`config.mk`:
```
export PLATFORM = sky130hd
export DESIGN_NAME = pipe_stage_reg_discard
export DESIGN_NICKNAME = d
export VERILOG_FILES = /design/src/rtl/pipe_stage_reg_discard.sv
export SDC_FILE = /design/constraint.sdc
export NUM_CORES = 1
export LEC_CHECK = 0
export BUFFER_PORTS_ARGS = -buffer_cell sky130_fd_sc_hd__buf_2
export CORE_AREA = 2 2 231 233
export DETAILED_ROUTE_END_ITERATION = 16
export DIE_AREA = 0 0 233 235
export HOLD_SLACK_MARGIN = 0.15
export SLEW_MARGIN = 15
export SYNTH_ARGS = -nofsm -noshare
export SYNTH_HDL_FRONTEND = slang
export SYNTH_SLANG_ARGS = --single-unit
```
`constraint.sdc`:
```
create_clock -name clk -period 14.3 [get_ports clk]
set_input_delay 2.86 -clock clk [delete_from_list [all_inputs] [get_ports clk]]
set_output_delay 2.86 -clock clk [all_outputs]
set_load 0.03 [all_outputs]
```
`src/rtl/pipe_stage_reg_discard.sv`:
```
// Inter-stage pipeline register with per-lane valids and flush, plus a read-response
// filter that discards responses of cancelled requests and holds one survivor on stall.
module pipe_stage_reg_discard #(
  parameter int LANES       = 2,
  parameter int BUS_W       = 256,
  parameter int RESP_W      = 33,
  parameter int MAX_DISCARD = 3,
  localparam int CNT_W      = $clog2(MAX_DISCARD + 1)
) (
  input  logic              clk,
  input  logic              rst,
  input  logic [LANES-1:0]  pre_valid_i,
  input  logic              now_allowin_i,
  input  logic              flush_i,
  input  logic [BUS_W-1:0]  pre_to_ibus,
  output logic [LANES-1:0]  now_valid_o,
  output logic [BUS_W-1:0]  to_now_obus,
  input  logic [CNT_W-1:0]  cancel_add_i,
  input  logic              resp_valid_i,
  input  logic [RESP_W-1:0] resp_data_i,
  input  logic              resp_ready_i,
  output logic              resp_valid_o,
  output logic [RESP_W-1:0] resp_data_o,
  output logic [CNT_W-1:0]  discard_cnt_o,
  output logic              discard_busy_o,
  output logic [1:0]        err_o
);

  localparam logic [CNT_W:0] MAX_EXT = (CNT_W + 1)'(MAX_DISCARD);

  logic              drop;
  logic              accept;
  logic [CNT_W:0]    cnt_sum;
  logic              cnt_sat;
  logic [CNT_W-1:0]  cnt_next;
  logic              buf_v;
  logic [RESP_W-1:0] buf_d;
  logic              buf_v_next;
  logic              buf_load;
  logic              overrun;

  // NOTE: sequential state is updated with non-blocking assignments only, so every
  // flop samples values from before the edge regardless of block ordering.
  always_ff @(posedge clk or posedge rst) begin
    if (rst) begin
      now_valid_o <= '0;
      to_now_obus <= '0;
    end else begin
      if (flush_i)            now_valid_o <= '0;
      else if (now_allowin_i) now_valid_o <= pre_valid_i;
      // The bus keeps loading during flush; the cleared valids already kill it.
      if ((|pre_valid_i) && now_allowin_i) to_now_obus <= pre_to_ibus;
    end
  end

  // A response is judged against the count registered before this cycle.
  assign drop   = resp_valid_i && (discard_cnt_o != '0);
  assign accept = resp_valid_i && !drop;

  // One extra bit holds the unsaturated sum; drop only occurs with a nonzero count,
  // so the subtraction cannot underflow.
  assign cnt_sum  = {1'b0, discard_cnt_o} + {1'b0, cancel_add_i} - {{CNT_W{1'b0}}, drop};
  assign cnt_sat  = cnt_sum > MAX_EXT;
  assign cnt_next = cnt_sat ? MAX_EXT[CNT_W-1:0] : cnt_sum[CNT_W-1:0];

  assign resp_valid_o = buf_v | accept;
  assign resp_data_o  = buf_v ? buf_d : resp_data_i;

  // NOTE: every signal written here gets a default first, so no path leaves it
  // unassigned and no latch is inferred.
  always_comb begin
    buf_v_next = buf_v;
    buf_load   = 1'b0;
    overrun    = buf_v && !resp_ready_i && accept;
    if (flush_i) begin
      buf_v_next = 1'b0;
    end else if (!buf_v) begin
      if (accept && !resp_ready_i) begin
        buf_v_next = 1'b1;
        buf_load   = 1'b1;
      end
    end else if (resp_ready_i) begin
      buf_v_next = accept;
      buf_load   = accept;
    end
  end

  // NOTE: the held data word is reset as well, so resp_data_o never shows X from an
  // unloaded buffer; it is a single register, not a memory array.
  always_ff @(posedge clk or posedge rst) begin
    if (rst) begin
      buf_v          <= 1'b0;
      buf_d          <= '0;
      discard_cnt_o  <= '0;
      discard_busy_o <= 1'b0;
      err_o          <= 2'b00;
    end else begin
      buf_v          <= buf_v_next;
      if (buf_load) buf_d <= resp_data_i;
      discard_cnt_o  <= cnt_next;
      discard_busy_o <= (cnt_next != '0);
      if (cnt_sat) err_o[0] <= 1'b1;
      if (overrun) err_o[1] <= 1'b1;
    end
  end

endmodule

```
==> results of run 1 <==
metrics by stage:
step	utilization	hold WS, ns	std cells
6_report	0.313	0.488	1999
5_1_grt	0.313	0.508	1999
4_1_cts	0.313	0.501	1998
3_5_place_dp	0.293	0.482	1940
3_3_place_gp	0.293	0.451	1940
2_1_floorplan	-	0.474	685
power breakdown:
part,total (mW),internal (mW),switching [mW]
logic,0.625,0.254,0.371
registers,1.06,0.985,0.0747
clock network,0.829,0.489,0.340
state kept, by name, indices dropped and copies added (netlist names):
| signal | cells |
|---|---|
| err_o | 2 |
| discard_busy_o | 1 |
| to_now_obus | 256 |
| buf_d | 33 |
| now_valid_o | 2 |
| discard_cnt_o | 2 |
| buf_v | 1 |
routing by layer:
| layer | share of wire | GRT usage |
|---|---|---|
| met5 | 0.0013 | 0 |
| met4 | 0.026 | 0.0384 |
| met3 | 0.083 | 0.0386 |
| met2 | 0.51 | 0.200 |
| met1 | 0.38 | 0.119 |
cell usage in the layout (no fill, tap or decap), types with 2 or more instances in the layout:
master       n
buf_2      595
buf_4        8
clkbuf_1     6
clkbuf_16   35
clkbuf_8     8
clkinv_2     6
dfrtp_1    297
ha_1         3
inv_1        7
mux2_2     292
mux2_4      30
mux2i_1      2
nand2_1      2
nand2b_1     2
nor2_1       3
xor2_1       2
critical path: cells and delay by family:
kind	cells	cell delay, ns
and+or+nand+nor	2	0.47
buffers and inverters	2	0.28
cell usage after synthesis:
cell type and count:
mux2i_1 2, buf_6 1, or2_2 1, buf_1 1, buf_2 24, clkbuf_1 7, mux2_4 30, nand2b_1 2
o31ai_1 1, maj3_1 1, or3_1 1, ha_1 3, nand2_1 2, o21ai_1 1, dfrtp_1 297, nor2_1 3
inv_1 8, buf_12 3, or3b_4 1, xor2_1 2, mux2_2 292, fa_1 1, o21a_1 1
how the worst max path moves through the flow:
stage	start	to	slack [ns]	cells past startpoint
2_1_floorplan	rst	buf_d[0]	3.24	1
3_3_place_gp	resp_valid_i	resp_valid_o	7.84	4
3_5_place_dp	resp_valid_i	resp_valid_o	7.83	4
4_1_cts	resp_valid_i	resp_valid_o	7.83	4
5_1_grt	resp_valid_i	resp_valid_o	7.79	4
6_report	resp_valid_i	resp_valid_o	7.82	4
cell type report:
class,count,share of cell area
multi-input combinational,344,0.240
antenna,1,0.000153
timing repair buffer,603,0.186
inverter,8,0.00229
clock inverter,9,0.00336
clock buffer,49,0.0616
tap,688,0.0526
sequential,297,0.454
kinds of logic (layout without fill, tap and decap cells):
group,after synthesis,count (layout)
other,0,1
AOI/OAI and AO/OA,3,3
adders and majority gates,5,5
muxes,324,324
DFF,297,297
buffers and inverters,44,669
xor gates and xnor gates,2,2
and+or+nand+nor,10,10
==> impl_results.md, run 1 <==
* Fraction of layout cells with a size suffix above 1 at 0.750
* MaxCap Viol Count at 0
* RePlAce Congestion at 0.815
* Status: completed
* Worst Path Max Fanout at 4
* Post-cts sizing count at 0
* Nets at 1591
* Mux contribution to synthesized area at 0.324
* Routed Antenna Nets at 0
* Initial antenna violation count at 4
* Vias at 7896
* Leading area contributor after synthesis: dfrtp_1
* Reg2Reg Setup Slack at 11.85 ns
* Largest net degree at the start of global routing at 100
* Peak supply drop at 0.100 mV
* Cell Area, Placed at 0.0153 mm^2
* Final Hold Vio Count at 0
* Mapped Nets at 988
* Vias in the first global route at 8395
* Root buf cell: clkbuf_16
* Clock latency on the worst-skew pair at 0.52 ns
* Crit path cell chain: buf_2 > or3b_4 > nand2_1 > buf_2
* Worst Clk Skew at 0.0183 ns
* Leak pwr at 8.03 nW
* Vias per cell at 3.95
* FMAX at 154 MHz
* Die W at 233 um
* Yosys top cell area share at 0.641
* Hold EP: err_o[0]
* Type of origin of the critical path: input pin
* Mapped Area at 0.0116 mm^2
* Seq/Total Area, Yosys at 0.641
* Detailed placement HPWL at 24100 um
* Global-route wire length before repair at 47200 um
* DIE AREA at 0.0548 mm^2
* Reg-to-reg endpoint: buf_d[6]
* Post-synthesis xor/xnor area fraction at 0.00151
* Hold path start: err_o[0]
* GRT overflow at 0
* Crit-path slowest cell: or3b_4
* I/O Pins at 596
* Final wirelength at 31900 um
* Compound-Gate Fraction of Synth Area at 0.00173
* Area of the multi-input gates at 0.00393 mm^2
* Post-CTS setup buffers at 0
* Post-Synth Simple-Gate Area at 0.00474
* Worst Setup End Kind: output pin
* H-tree levels at 2
* Synth Area in Adders at 0.00582
* Final TNS setup at 0 ns
* Yosys reg bits at 297
* Min cycle time layout at 6.48 ns
* CTS max path bufs at 3
* R2R depth at 3
* R2R Path Start: discard_cnt_o[1]
* Worst-Margin Slew at 1.10 ns
* Register area at 0.00743 mm^2
* Fin. max-slew vios at 0
* Clock sink count at 297
* Final worst path period share at 0.453
* Cell mode on critical path: buf_2
* Place WS at 7.83 ns
* Tightest Hold Check Type: register to register
* Synth warn at 0
* Worst Hold Depth at 1
* Synth unique cells at 23
* Detailed Route Iter0 Violations at 126
* Area of the core at 0.0522 mm^2
* Final Instance Area at 0.0164 mm^2
* Pwr Total at 2.51 mW
* Cts bufs inserted at 34
* TritonCTS clock tree: built
* Worst-path clk slew at 0.06 ns
* Layout fillers at 5258
* Final setup vio count at 0
* Total GRT Usage at 0.111
* Power Dens Cells at 154 mW/mm^2
* Worst slew margin at 0.267
* Worst Path Required at 11.44 ns
* Unrepaired setup endpoints after global routing: no
* DRC at 0
* Critical path class: input pin to output pin
* Post-CTS Hold Buffers at 0
* Mapped Cells at 685
* Row count at 84
* Fin worst setup slack at 7.82 ns
* Data arrival, critical path at 3.62 ns
* Max stage delay on crit path at 0.39 ns
* Initial Util at 0.222
* Syn_area_per_cell at 16.9 um^2
* Largest family of logic cells by synthesized area: multiplexers
* DR pass1 iterations at 4
* # port buffers at 595
* Wire per inst at 16.0 um
* Area growth, synth to finish at 41.1%
* Largest cells by area after synthesis: dfrtp_1 64%, mux2_2 28%, mux2_4 3.9%, buf_2 1.0%, buf_12 0.52%
* Die Span Y at 235 um
Note: power is estimated with default switching activity, not from simulation.
==> run 2: changes to the inputs <==
==> constraint.sdc (replaced) <==
create_clock -name clk -period 5.86 [get_ports clk]
set_input_delay 1.172 -clock clk [delete_from_list [all_inputs] [get_ports clk]]
set_output_delay 1.172 -clock clk [all_outputs]
set_load 0.03 [all_outputs]
==> run 2 against run 1 <==
Compared with the run above: first-iteration DRC count grew 47%; clock power grew 150%; count of clock-buffer cells in the layout grew 5; critical path depth is the same; combinational power grew 140%; register-to-register slack lost 8.4 ns; clock skew shrank 0.015 ns; non-clock buffer count shrank 2; global-route usage shrank 0.051 points; setup slack lost 5.1 ns; sequential share of layout area shrank 0.12 points.
==> impl_results.md, run 2 (synthesized netlist as in run 1, its figures left out) <==
* FMAX at 320 MHz
* DR pass1 iterations at 6
* Post-CTS Hold Buffers at 0
* Worst slew margin at 0.302
* Top flop regs: to_now_obus: 256 flops, buf_d: 33 flops
* Final wirelength at 31500 um
* Post-CTS setup buffers at 0
* Die Span Y at 235 um
* TritonCTS clock tree: built
* Clock latency on the worst-skew pair at 0.51 ns
* Peak supply drop at 0.184 mV
* Clock share of power at 0.335
* Power Dens Cells at 376 mW/mm^2
* Initial antenna violation count at 4
* Clock sink count at 297
* Worst Path Max Fanout at 4
* Worst Hold Depth at 1
* Area growth, synth to finish at 41.4%
* DIE AREA at 0.0548 mm^2
* CTS max path bufs at 3
* Final setup vio count at 0
* Type of origin of the critical path: input pin
* DRC at 0
* Detailed Route Iter0 Violations at 185
* Switching power at 1.91 mW
* Routed Antenna Nets at 0
* Worst Path Required at 4.69 ns
* Worst Setup End Kind: output pin
* Global-route wire length before repair at 47300 um
* Max reg flops at 256
* Unrepaired setup endpoints after global routing: no
* Final Instance Area at 0.0164 mm^2
* Post-cts sizing count at 0
* Wire per inst at 15.8 um
* Worst-path clk slew at 0.06 ns
* Sw frac at 0.309
* Fin. max-slew vios at 0
* Largest Register: to_now_obus
* Area of the core at 0.0522 mm^2
* MaxCap Viol Count at 0
* RePlAce Congestion at 0.806
* Pwr Total at 6.17 mW
* # port buffers at 595
* GRT overflow at 0
* Data arrival, critical path at 1.95 ns
* Commonest cells after routing, fill and taps aside: 595 x buf_2, 297 x dfrtp_1, 292 x mux2_2
* Row count at 84
* Final worst path period share at 0.533
* Vias in the first global route at 8511
* Vias per cell at 3.97
* R2R depth at 3
* Root buf cell: clkbuf_16
* Worst-Margin Slew at 1.05 ns
* Cell Area, Placed at 0.0153 mm^2
* Vias at 7926
* Nets at 1589
* Worst Clk Skew at 0.00328 ns
* Largest net degree at the start of global routing at 162
* Status: completed
* Cts bufs inserted at 34
* Die W at 233 um
* Fin Hold WS at 0.485 ns
* Tightest Hold Check Type: register to register
* Initial Util at 0.222
* Internal power at 4.26 mW
* Critical path class: input pin to output pin
* Commonest non-fill, non-tap cell in the layout: buf_2
* Seq pwr share at 0.418
* Combinational share of power at 0.247
* Final Hold Vio Count at 0
* Leak pwr at 8.03 nW
* H-tree levels at 2
* Detailed placement HPWL at 23600 um
* Total GRT Usage at 0.110
* Min cycle time layout at 3.12 ns
* Final TNS setup at 0 ns
* I/O Pins at 596
* Fraction of layout cells with a size suffix above 1 at 0.745
==> run 2: final cells by class <==
cell class                 count  area [um^2]
antenna                        1         2.50
multi-input combinational    344         3930
tap                          688          861
timing repair buffer         601         3070
fill                        5270        35800
sequential                   297         7430
clock inverter                 5         60.1
clock buffer                  54         1020
inverter                       8         33.8
==> run 2: path summary, 6_finish.rpt <==
kind,from,end,slack [ns]
max in group asynchronous,rst,to_now_obus[14],4.17
setup / recovery,resp_valid_i,resp_valid_o,2.74
hold reg to reg,err_o[0],err_o[0],0.48
hold / removal,err_o[0],err_o[0],0.48
setup reg to reg,discard_cnt_o[0],buf_d[2],3.50
min in group asynchronous,rst,to_now_obus[77],0.81
==> run 2: power by group through the flow <==
stage / Sequential, mW / Combinational [mW] / Clock (mW)
2_1_floorplan: 3.09 / 0.551 / 0
3_3_place_gp: 2.60 / 1.52 / 0
3_5_place_dp: 2.61 / 1.55 / 0
4_1_cts: 2.58 / 1.55 / 2.15
5_1_grt: 2.62 / 1.62 / 2.22
6_report: 2.58 / 1.52 / 2.06
==> run 2: through the flow <==
stage / instances / setup slack [ns] / utilization
global placement: 1938 / 2.69 / 0.293
finish: 1998 / 2.74 / 0.314
detailed placement: 1938 / 2.67 / 0.293
floorplan: 685 / 0.743 / -
CTS: 1997 / 2.74 / 0.314
global route: 1998 / 2.71 / 0.314
==> run 2: per-layer routing <==
layer / track usage / wire length (um) / share of wire
met5: 0 / 27 / 0.00086
met3: 0.0399 / 2840 / 0.090
met2: 0.197 / 15900 / 0.51
met4: 0.0454 / 1070 / 0.034
met1: 0.116 / 11600 / 0.37
==> run 2: critical path: stages <==
cell     delay, ns
buf_2         0.09
or3b_4        0.39
nand2_1       0.10
buf_2         0.20
